**src/rtl/ovl_win_change_mc_if.sv**
```systemverilog
// Bus-level interface for the multi-channel window-change checker.
// master: drives enable/start_event/end_event/test_expr and observes the status outputs.
// slave : the checker itself.
interface ovl_win_change_mc_if #(
    parameter int unsigned WIDTH    = 4,
    parameter int unsigned CHANNELS = 2,
    parameter int unsigned CNT_W    = 8
);
    logic                      enable;
    logic [CHANNELS-1:0]       start_event;
    logic [CHANNELS-1:0]       end_event;
    logic [WIDTH*CHANNELS-1:0] test_expr;
    logic [CHANNELS-1:0]       window_open;
    logic [CNT_W*CHANNELS-1:0] change_count;
    logic [CHANNELS-1:0]       fire_min;
    logic [CHANNELS-1:0]       fire_max;
    logic [CHANNELS-1:0]       fire_timeout;

    modport master (
        output enable, start_event, end_event, test_expr,
        input  window_open, change_count, fire_min, fire_max, fire_timeout
    );

    modport slave (
        input  enable, start_event, end_event, test_expr,
        output window_open, change_count, fire_min, fire_max, fire_timeout
    );
endinterface

```
**src/rtl/ovl_win_change_mc.sv**
```systemverilog
// Multi-channel window-change checker. Each channel opens a window on start_event,
// counts cycle-to-cycle changes of its test_expr slice, and on end_event checks the
// count against [MIN_CHANGES, MAX_CHANGES]. Optional window timeout.
// Ports:
//   clock        - sampling clock, posedge
//   reset        - synchronous, active-high
//   bus (slave)  - enable, start_event, end_event, test_expr in;
//                  window_open, change_count, fire_min, fire_max, fire_timeout out
module ovl_win_change_mc #(
    parameter int unsigned WIDTH       = 4,
    parameter int unsigned CHANNELS    = 2,
    parameter int unsigned MIN_CHANGES = 1,
    parameter int unsigned MAX_CHANGES = 0,
    parameter int unsigned MAX_WINDOW  = 0,
    parameter int unsigned CNT_W       = 8
) (
    input  logic                    clock,
    input  logic                    reset,
    ovl_win_change_mc_if.slave      bus
);

    typedef enum logic {IDLE = 1'b0, WINDOW = 1'b1} state_t;

    localparam logic [CNT_W-1:0] CNT_MAX  = {CNT_W{1'b1}};
    localparam logic [CNT_W-1:0] WIN_LAST = CNT_W'(MAX_WINDOW - 1);

    state_t             state_q  [CHANNELS];
    state_t             state_d  [CHANNELS];
    logic [WIDTH-1:0]   prev_q   [CHANNELS];
    logic [WIDTH-1:0]   prev_d   [CHANNELS];
    logic [CNT_W-1:0]   cnt_q    [CHANNELS];
    logic [CNT_W-1:0]   cnt_d    [CNT_W > 0 ? CHANNELS : 1];
    logic [CNT_W-1:0]   wcnt_q   [CHANNELS];
    logic [CNT_W-1:0]   wcnt_d   [CHANNELS];
    logic [CNT_W-1:0]   cnt_inc  [CHANNELS];
    logic [CNT_W-1:0]   wcnt_inc [CHANNELS];
    logic [CHANNELS-1:0] fmin_q, fmin_d;
    logic [CHANNELS-1:0] fmax_q, fmax_d;
    logic [CHANNELS-1:0] fto_q,  fto_d;

    // Saturating increments of the change and window counters.
    always_comb begin
        for (int c = 0; c < CHANNELS; c++) begin
            cnt_inc[c]  = cnt_q[c];
            wcnt_inc[c] = wcnt_q[c];
            if ((bus.test_expr[c*WIDTH +: WIDTH] != prev_q[c]) && (cnt_q[c] != CNT_MAX))
                cnt_inc[c] = cnt_q[c] + CNT_W'(1);
            if (wcnt_q[c] != CNT_MAX)
                wcnt_inc[c] = wcnt_q[c] + CNT_W'(1);
        end
    end

    // Next-state and fire logic; everything holds and fires drop while disabled.
    always_comb begin
        fmin_d = '0;
        fmax_d = '0;
        fto_d  = '0;
        for (int c = 0; c < CHANNELS; c++) begin
            state_d[c] = state_q[c];
            prev_d[c]  = prev_q[c];
            cnt_d[c]   = cnt_q[c];
            wcnt_d[c]  = wcnt_q[c];
            if (bus.enable) begin
                prev_d[c] = bus.test_expr[c*WIDTH +: WIDTH];
                case (state_q[c])
                    IDLE: begin
                        if (bus.start_event[c]) begin
                            state_d[c] = WINDOW;
                            cnt_d[c]   = '0;
                            wcnt_d[c]  = '0;
                        end
                    end
                    WINDOW: begin
                        cnt_d[c]  = cnt_inc[c];
                        wcnt_d[c] = wcnt_inc[c];
                        // end_event takes priority over a timeout on the same cycle
                        if (bus.end_event[c]) begin
                            state_d[c] = IDLE;
                            fmin_d[c]  = (MIN_CHANGES != 0) && (32'(cnt_inc[c]) < MIN_CHANGES);
                            fmax_d[c]  = (MAX_CHANGES != 0) && (32'(cnt_inc[c]) > MAX_CHANGES);
                        end else if ((MAX_WINDOW != 0) && (wcnt_q[c] == WIN_LAST)) begin
                            state_d[c] = IDLE;
                            fto_d[c]   = 1'b1;
                        end
                    end
                    default: state_d[c] = IDLE;
                endcase
            end
        end
    end

    // State and status registers; reset loads prev with the live sample.
    always_ff @(posedge clock) begin
        if (reset) begin
            for (int c = 0; c < CHANNELS; c++) begin
                state_q[c] <= IDLE;
                prev_q[c]  <= bus.test_expr[c*WIDTH +: WIDTH];
                cnt_q[c]   <= '0;
                wcnt_q[c]  <= '0;
            end
            fmin_q <= '0;
            fmax_q <= '0;
            fto_q  <= '0;
        end else begin
            for (int c = 0; c < CHANNELS; c++) begin
                state_q[c] <= state_d[c];
                prev_q[c]  <= prev_d[c];
                cnt_q[c]   <= cnt_d[c];
                wcnt_q[c]  <= wcnt_d[c];
            end
            fmin_q <= fmin_d;
            fmax_q <= fmax_d;
            fto_q  <= fto_d;
        end
    end

    for (genvar g = 0; g < CHANNELS; g++) begin : g_out
        assign bus.window_open[g]                  = (state_q[g] == WINDOW);
        assign bus.change_count[g*CNT_W +: CNT_W]  = cnt_q[g];
    end

    assign bus.fire_min     = fmin_q;
    assign bus.fire_max     = fmax_q;
    assign bus.fire_timeout = fto_q;

endmodule

```
**src/flat_wrapper.sv**
```systemverilog
// flat-port wrapper written by rule: the top's interface ports become plain ports
module ovl_win_change_mc_flat 
#(
    parameter int unsigned WIDTH       = 4,
    parameter int unsigned CHANNELS    = 2,
    parameter int unsigned MIN_CHANGES = 1,
    parameter int unsigned MAX_CHANGES = 0,
    parameter int unsigned MAX_WINDOW  = 0,
    parameter int unsigned CNT_W       = 8
)
  (clock, reset, bus_enable, bus_start_event, bus_end_event, bus_test_expr, bus_window_open, bus_change_count, bus_fire_min, bus_fire_max, bus_fire_timeout);
  ovl_win_change_mc_if #(.WIDTH(WIDTH), .CHANNELS(CHANNELS), .CNT_W(CNT_W)) bus_i ();
  input  logic clock;
  input  logic reset;
  input wire logic [$bits(bus_i.enable)-1:0] bus_enable;
  input wire logic [$bits(bus_i.start_event)-1:0] bus_start_event;
  input wire logic [$bits(bus_i.end_event)-1:0] bus_end_event;
  input wire logic [$bits(bus_i.test_expr)-1:0] bus_test_expr;
  output wire logic [$bits(bus_i.window_open)-1:0] bus_window_open;
  output wire logic [$bits(bus_i.change_count)-1:0] bus_change_count;
  output wire logic [$bits(bus_i.fire_min)-1:0] bus_fire_min;
  output wire logic [$bits(bus_i.fire_max)-1:0] bus_fire_max;
  output wire logic [$bits(bus_i.fire_timeout)-1:0] bus_fire_timeout;
  assign bus_i.enable = bus_enable;
  assign bus_i.start_event = bus_start_event;
  assign bus_i.end_event = bus_end_event;
  assign bus_i.test_expr = bus_test_expr;
  assign bus_window_open = bus_i.window_open;
  assign bus_change_count = bus_i.change_count;
  assign bus_fire_min = bus_i.fire_min;
  assign bus_fire_max = bus_i.fire_max;
  assign bus_fire_timeout = bus_i.fire_timeout;
  ovl_win_change_mc #(.WIDTH(WIDTH), .CHANNELS(CHANNELS), .MIN_CHANGES(MIN_CHANGES), .MAX_CHANGES(MAX_CHANGES), .MAX_WINDOW(MAX_WINDOW), .CNT_W(CNT_W)) u_core (.clock(clock), .reset(reset), .bus(bus_i));
endmodule
```
**config.mk**
```make
export PLATFORM = sky130hd
export DESIGN_NAME = ovl_win_change_mc_flat
export DESIGN_NICKNAME = d
export VERILOG_FILES = /design/src/rtl/ovl_win_change_mc_if.sv /design/src/rtl/ovl_win_change_mc.sv /design/src/flat_wrapper.sv
export SDC_FILE = /design/constraint.sdc
export NUM_CORES = 1
export LEC_CHECK = 0
export ABC_AREA = 0
export BUFFER_PORTS_ARGS = -buffer_cell sky130_fd_sc_hd__buf_2
export CAP_MARGIN = 10
export CORE_MARGIN = 10
export CORE_UTILIZATION = 49
export DETAILED_ROUTE_END_ITERATION = 8
export PLACE_DENSITY = 0.84
export SLEW_MARGIN = 10
export SYNTH_ARGS = -nofsm -noshare
export SYNTH_HDL_FRONTEND = slang
export SYNTH_SLANG_ARGS = --single-unit
export TNS_END_PERCENT = 10
```
**constraint.sdc**
```tcl
create_clock -name clock -period 1.99 [get_ports clock]
set_input_delay 0.199 -clock clock [delete_from_list [all_inputs] [get_ports clock]]
set_output_delay 0.199 -clock clock [all_outputs]
set_load 0.02 [all_outputs]
```
== Word-level counts from Yosys, hierarchy flattened ==
Memory sizes are Yosys's and may differ from the RTL's.
Cells that the tools add are included.
Storage, ports and cells
  register bits: 2
  bits in latches: 0
  bits in writable memories: 26
  memory bits (read-only): 0
  logic and storage cells: 55
  memories kept: 3
Memory list
  u_core.cnt_q: words 2, bits a word 8, rd ports 2, clocked after memory_dff 0, wr ports 2, line ovl_win_change_mc.sv:31  | logic [CNT_W-1:0] cnt_q [CHANNELS];
  u_core.prev_q: words 2, bits a word 4, rd ports 2, clocked after memory_dff 0, wr ports 2, line ovl_win_change_mc.sv:29  | logic [WIDTH-1:0] prev_q [CHANNELS];
  u_core.state_q: words 2, bits a word 1, rd ports 2, clocked after memory_dff 0, wr ports 2, line ovl_win_change_mc.sv:27  | state_t state_q [CHANNELS];
Operators by class
  add/sub/neg operators: 2
  multiply operators: 0
  divide/modulo/power cells: 0
  order comparisons: 2
  equality and inequality tests: 4
  shifts and indexed selects: 0
  muxes and demuxes: 27
  bitwise gates (word level): 11
  reduce and logical (&&, ||, !) cells: 4
Operators with widths (count)
  2-to-1 mux 8 bit: 8
  case mux 8 bit (2 select lines): 2
  adder 8 x 1 -> 8 bit, second input constant: 2
  less-than comparator 8 x 1 -> 1 bit, second input constant: 2
  2-to-1 mux 4 bit: 4
  inequality test 8 bit, second input constant: 2
  2-to-1 mux 1 bit: 11
  inequality test 4 bit: 2
  OR reduction 4 bit: 2
  bitwise OR 1 bit: 6
  inverter 1 bit: 5
  case mux 1 bit (2 select lines): 2
  logical AND 1 bit: 2

== Longest topological paths before layout ==
An unclocked memory read counts as a cell.
  depth in word-level cells: 7
  mapped depth: 7
  depth with buffers taken out: 6

== Worst setup path after synthesis ==
OpenSTA, ideal clock, no wires.
  kind: register -> register
  start point: memory u_core.cnt_q[0][0]
  end point: register u_core.fmin_q[0] (netlist: u_core.bus.fire_min[0])
  data arrival time: 1.991 ns
  required time: 1.887 ns
  path slack: -0.104 ns
  stages on the path, launching flop included: 7
  buffers on the path: 0
  period minus slack after synthesis: 2.094 ns
  path through: dfxtp_1 ha_1 nand3_2 o2111ai_2 or4_1 a2111o_1 a2111oi_2
RTL lines
  from (decl): line ovl_win_change_mc.sv:31
  to (signal assigned): line ovl_win_change_mc.sv:111  | fmin_q <= fmin_d;
  to (decl): line ovl_win_change_mc.sv:37  | logic [CHANNELS-1:0] fmin_q, fmin_d;

==> summary.md <==
| Metric | Value |
|---|---|
| Via density per instance | between 5 and 6 |
| Gr usage total | around 14% |
| HP Class | primary input to flop |
| Max Clk Rate | between 400 and 500 MHz |
| DRT iter0 DRCs | ~110 |
| Syn_area_per_cell | 8.59 um^2 |
| Number of setup buffers added after CTS | 0 |
| Rows | 21 |
| Final number of setup-violating endpoints | 1 |
| WP data required | around 2.2 ns |
| Post-place setup slack | -0.0108 ns |
| RSZ-0062 raised after global routing | yes |
| Top Usage Layer GRT | met2 |
| Detailed Place HPWL | 3.37 mm |
| Final core utilization | approximately 64% |
| GR Util met2 | 22.4% |
| Final Routed Wirelength | between 4 and 5 mm |
| FF+latch count, synth | 28 |
| Max rail drop VDD | between 0.0002 and 0.0003 V |
| Hold slack | ~0.067 ns |
| Max_slew headroom | between 50% and 60% |
| Final Max Tran Viols | 0 |
| WP data arrival | ~2.2 ns |
| Top Ports | 39 |
| Total die area | ~0.0064 mm^2 |
| Crit path kind | flop to flop |
| CTS clk-pin slew, worst paths | 0.16 ns |
| Starting density of the core | between 50% and 60% |
| Post-synth cell types | 50 |
| Cell area after layout | around 0.0022 mm^2 |
| Die width | approximately 80 um |
| First-pass GRT wire length | 7.56 mm |
| Clk buf depth | 2 |
| H-tree depth | 1 |
| Filler cells | 309 |
| Clock Latency Late Sink | 0.33 ns |
| Inserted Clock Buffers | 3 |
| Vias in the first global route | approximately 1600 |
| Least-Margin Pin Slew | roughly 0.64 ns |
| Vias post-DR | around 1700 |
| Core area | ~0.0034 mm^2 |
| # diodes | 0 |
| Final Total Pwr | approximately 1.1 mW |
| Layout cell share with drive strength beyond 1 | 32.1% |
| Drt wl/cell | between 15 and 20 um |
| Growth of design area from synthesis to finish | 24.6% |
| Pin count of the biggest net entering global routing | 17 |
| Flop-to-flop setup slack | -0.01 ns |
| CTS tree | yes |
| Crit share post-route | 101% |
| GP Congestion | 0.955 |
| Grt met1 use | between 10% and 20% |
| Antenna violations before repair | 0 |
| Port bufs | 34 |
| Die Ht | around 80 um |
| Final min period | around 2 ns |
| Fin nets | between 200 and 300 |
| Pwr dens | slightly above 500 mW/mm^2 |
| Yosys warning count | 0 |
| Final WS setup | -0.0106 ns |
| CTS sink count | 28 |
| FFs w/ async S/R, synth | 0% |
| Final Hold Viols | 0 |
| Total gr overflow | 0 |
| Failing checks | setup timing |
| CP startpoint kind | flop |
| Ys flop type | dfxtp_1 |
| Max cap viols | 0 |
| Seq/Total Area, Yosys | around 36% |
| First-pass detailed-route iteration total | 4 |
| Global routing usage on met3 | 3.27% |
| Critical-path maximum fanout | 6 |
| Skew final | 0.00183 ns |
| Drt drc | 0 |
| Lkg Pwr | approximately 0.86 nW |
| Post-route ant nets | 0 |
| Mapped cell area | 0.00176 mm^2 |
| CTS root buffer | clkbuf_4 |
| Post-Syn Instances | 205 |
| Post-synth EDFFs | 8 |
| Outcome | finished with violations |
| Hold_buf cts | 0 |
| Placed standard-cell area | roughly 0.0021 mm^2 |
| Setup crit end kind | flop |
==> power breakdown <==
group          switching [mW]  internal, mW
Combinational           0.103        0.0633
Sequential             0.0159         0.607
Clock                   0.175         0.154
Total                   0.294         0.824
==> cell type report <==
| type | count | area [um^2] | area share, % |
|---|---|---|---|
| multi-input combinational | 158 | 1080 | 49.4 |
| sequential | 28 | 646 | 29.4 |
| timing repair buffer | 56 | 348 | 15.8 |
| tap | 46 | 57.6 | 2.62 |
| clock buffer | 4 | 47.5 | 2.17 |
| inverter | 3 | 11.3 | 0.513 |
==> state kept, by name, indices dropped and copies added, names as in the netlist <==
name	flops
u_core.bus.fire_min	2
u_core.state_q	2
u_core.prev_q	8
u_core.cnt_q	16
==> placed cells by master (no fill, tap or decap), drive strengths merged, types with 4 or more instances in the layout <==
master / count
nand4: 4
a21oi: 10
conb: 4
nand3: 6
edfxtp: 8
nor3: 10
mux2i: 6
o21ai: 14
nor2: 18
buf: 56
xor2: 8
nand3b: 6
dfxtp: 20
clkbuf: 4
or4: 4
a31oi: 4
o21a: 4
nand2: 25
==> per-layer routing <==
metal,part of all wire [%],vias up
met1,45,813
met3,7.7,2
met5,0,-
met2,47,65
met4,0.81,0
li1,-,828
==> final timing paths <==
path | start | endpoint | depth (start not counted)
setup / recovery | u_core.prev_q[0][0] | u_core.bus.fire_min[0] | 5
hold / removal | bus_test_expr[7] | u_core.prev_q[0][7] | 1
setup reg to reg | u_core.prev_q[0][0] | u_core.bus.fire_min[0] | 5
hold reg to reg | u_core.cnt_q[0][14] | u_core.cnt_q[0][14] | 2
==> Yosys cell counts, drive strengths merged, types with 2 or more instances <==
cell,number,area share (%)
nand4,4,2.3
a21oi,10,2.8
inv,3,0.64
nor4b,3,1.5
o21a,4,1.7
nor2,18,3.8
nor3,10,2.8
buf,11,4.8
nor4,3,1.8
nand2,25,5.3
edfxtp,8,14
or2,3,1.1
mux2i,6,3.4
ha,2,1.4
a31oi,4,1.4
or3,2,0.71
o21ai,14,4.0
nand3,6,2.0
a2111oi,2,1.7
dfxtp,20,23
and4,2,0.99
xor2,8,4.0
nand3b,6,2.6
nand2b,2,0.71
clkbuf,8,1.7
or4,4,1.7
==> through the flow <==
stage                     instances  setup TNS, ns
after floorplan                 208              0
after global routing            295         -0.198
after global placement          291              0
after detailed placement        291        -0.0108
after CTS                       295              0
final                           295        -0.0106
==> what timing repair did <==
| item | in CTS | in global routing |
|---|---|---|
| setup endpoints to repair | 1 | 4 |
| gates resized for setup | 5 | 3 |
| hold endpoints to repair | 0 | 0 |
| pin swaps | 0 | 4 |
==> critical path, cell delays in order (launching register included) <==
cell       delay, ns
edfxtp_1        0.45
xor2_2          0.25
nor4_4          0.11
or4_1           0.51
a2111o_1        0.40
a2111oi_2       0.20
==> cell families (layout without fill, tap and decap cells) <==
logic type,Yosys count,in the layout,share of synthesized area (%)
AO/OA/AOI/OAI,46,46,18.3
AND/OR/NAND/NOR,91,91,28.8
other,1,4,0.213
multiplexers,6,6,3.41
XOR/XNOR,9,9,4.47
flip-flops,28,28,36.4
buffers and inverters,22,63,7.10
adder cells (fa/ha/maj),2,2,1.42
No activity file was read; power rests on OpenSTA's default activity.
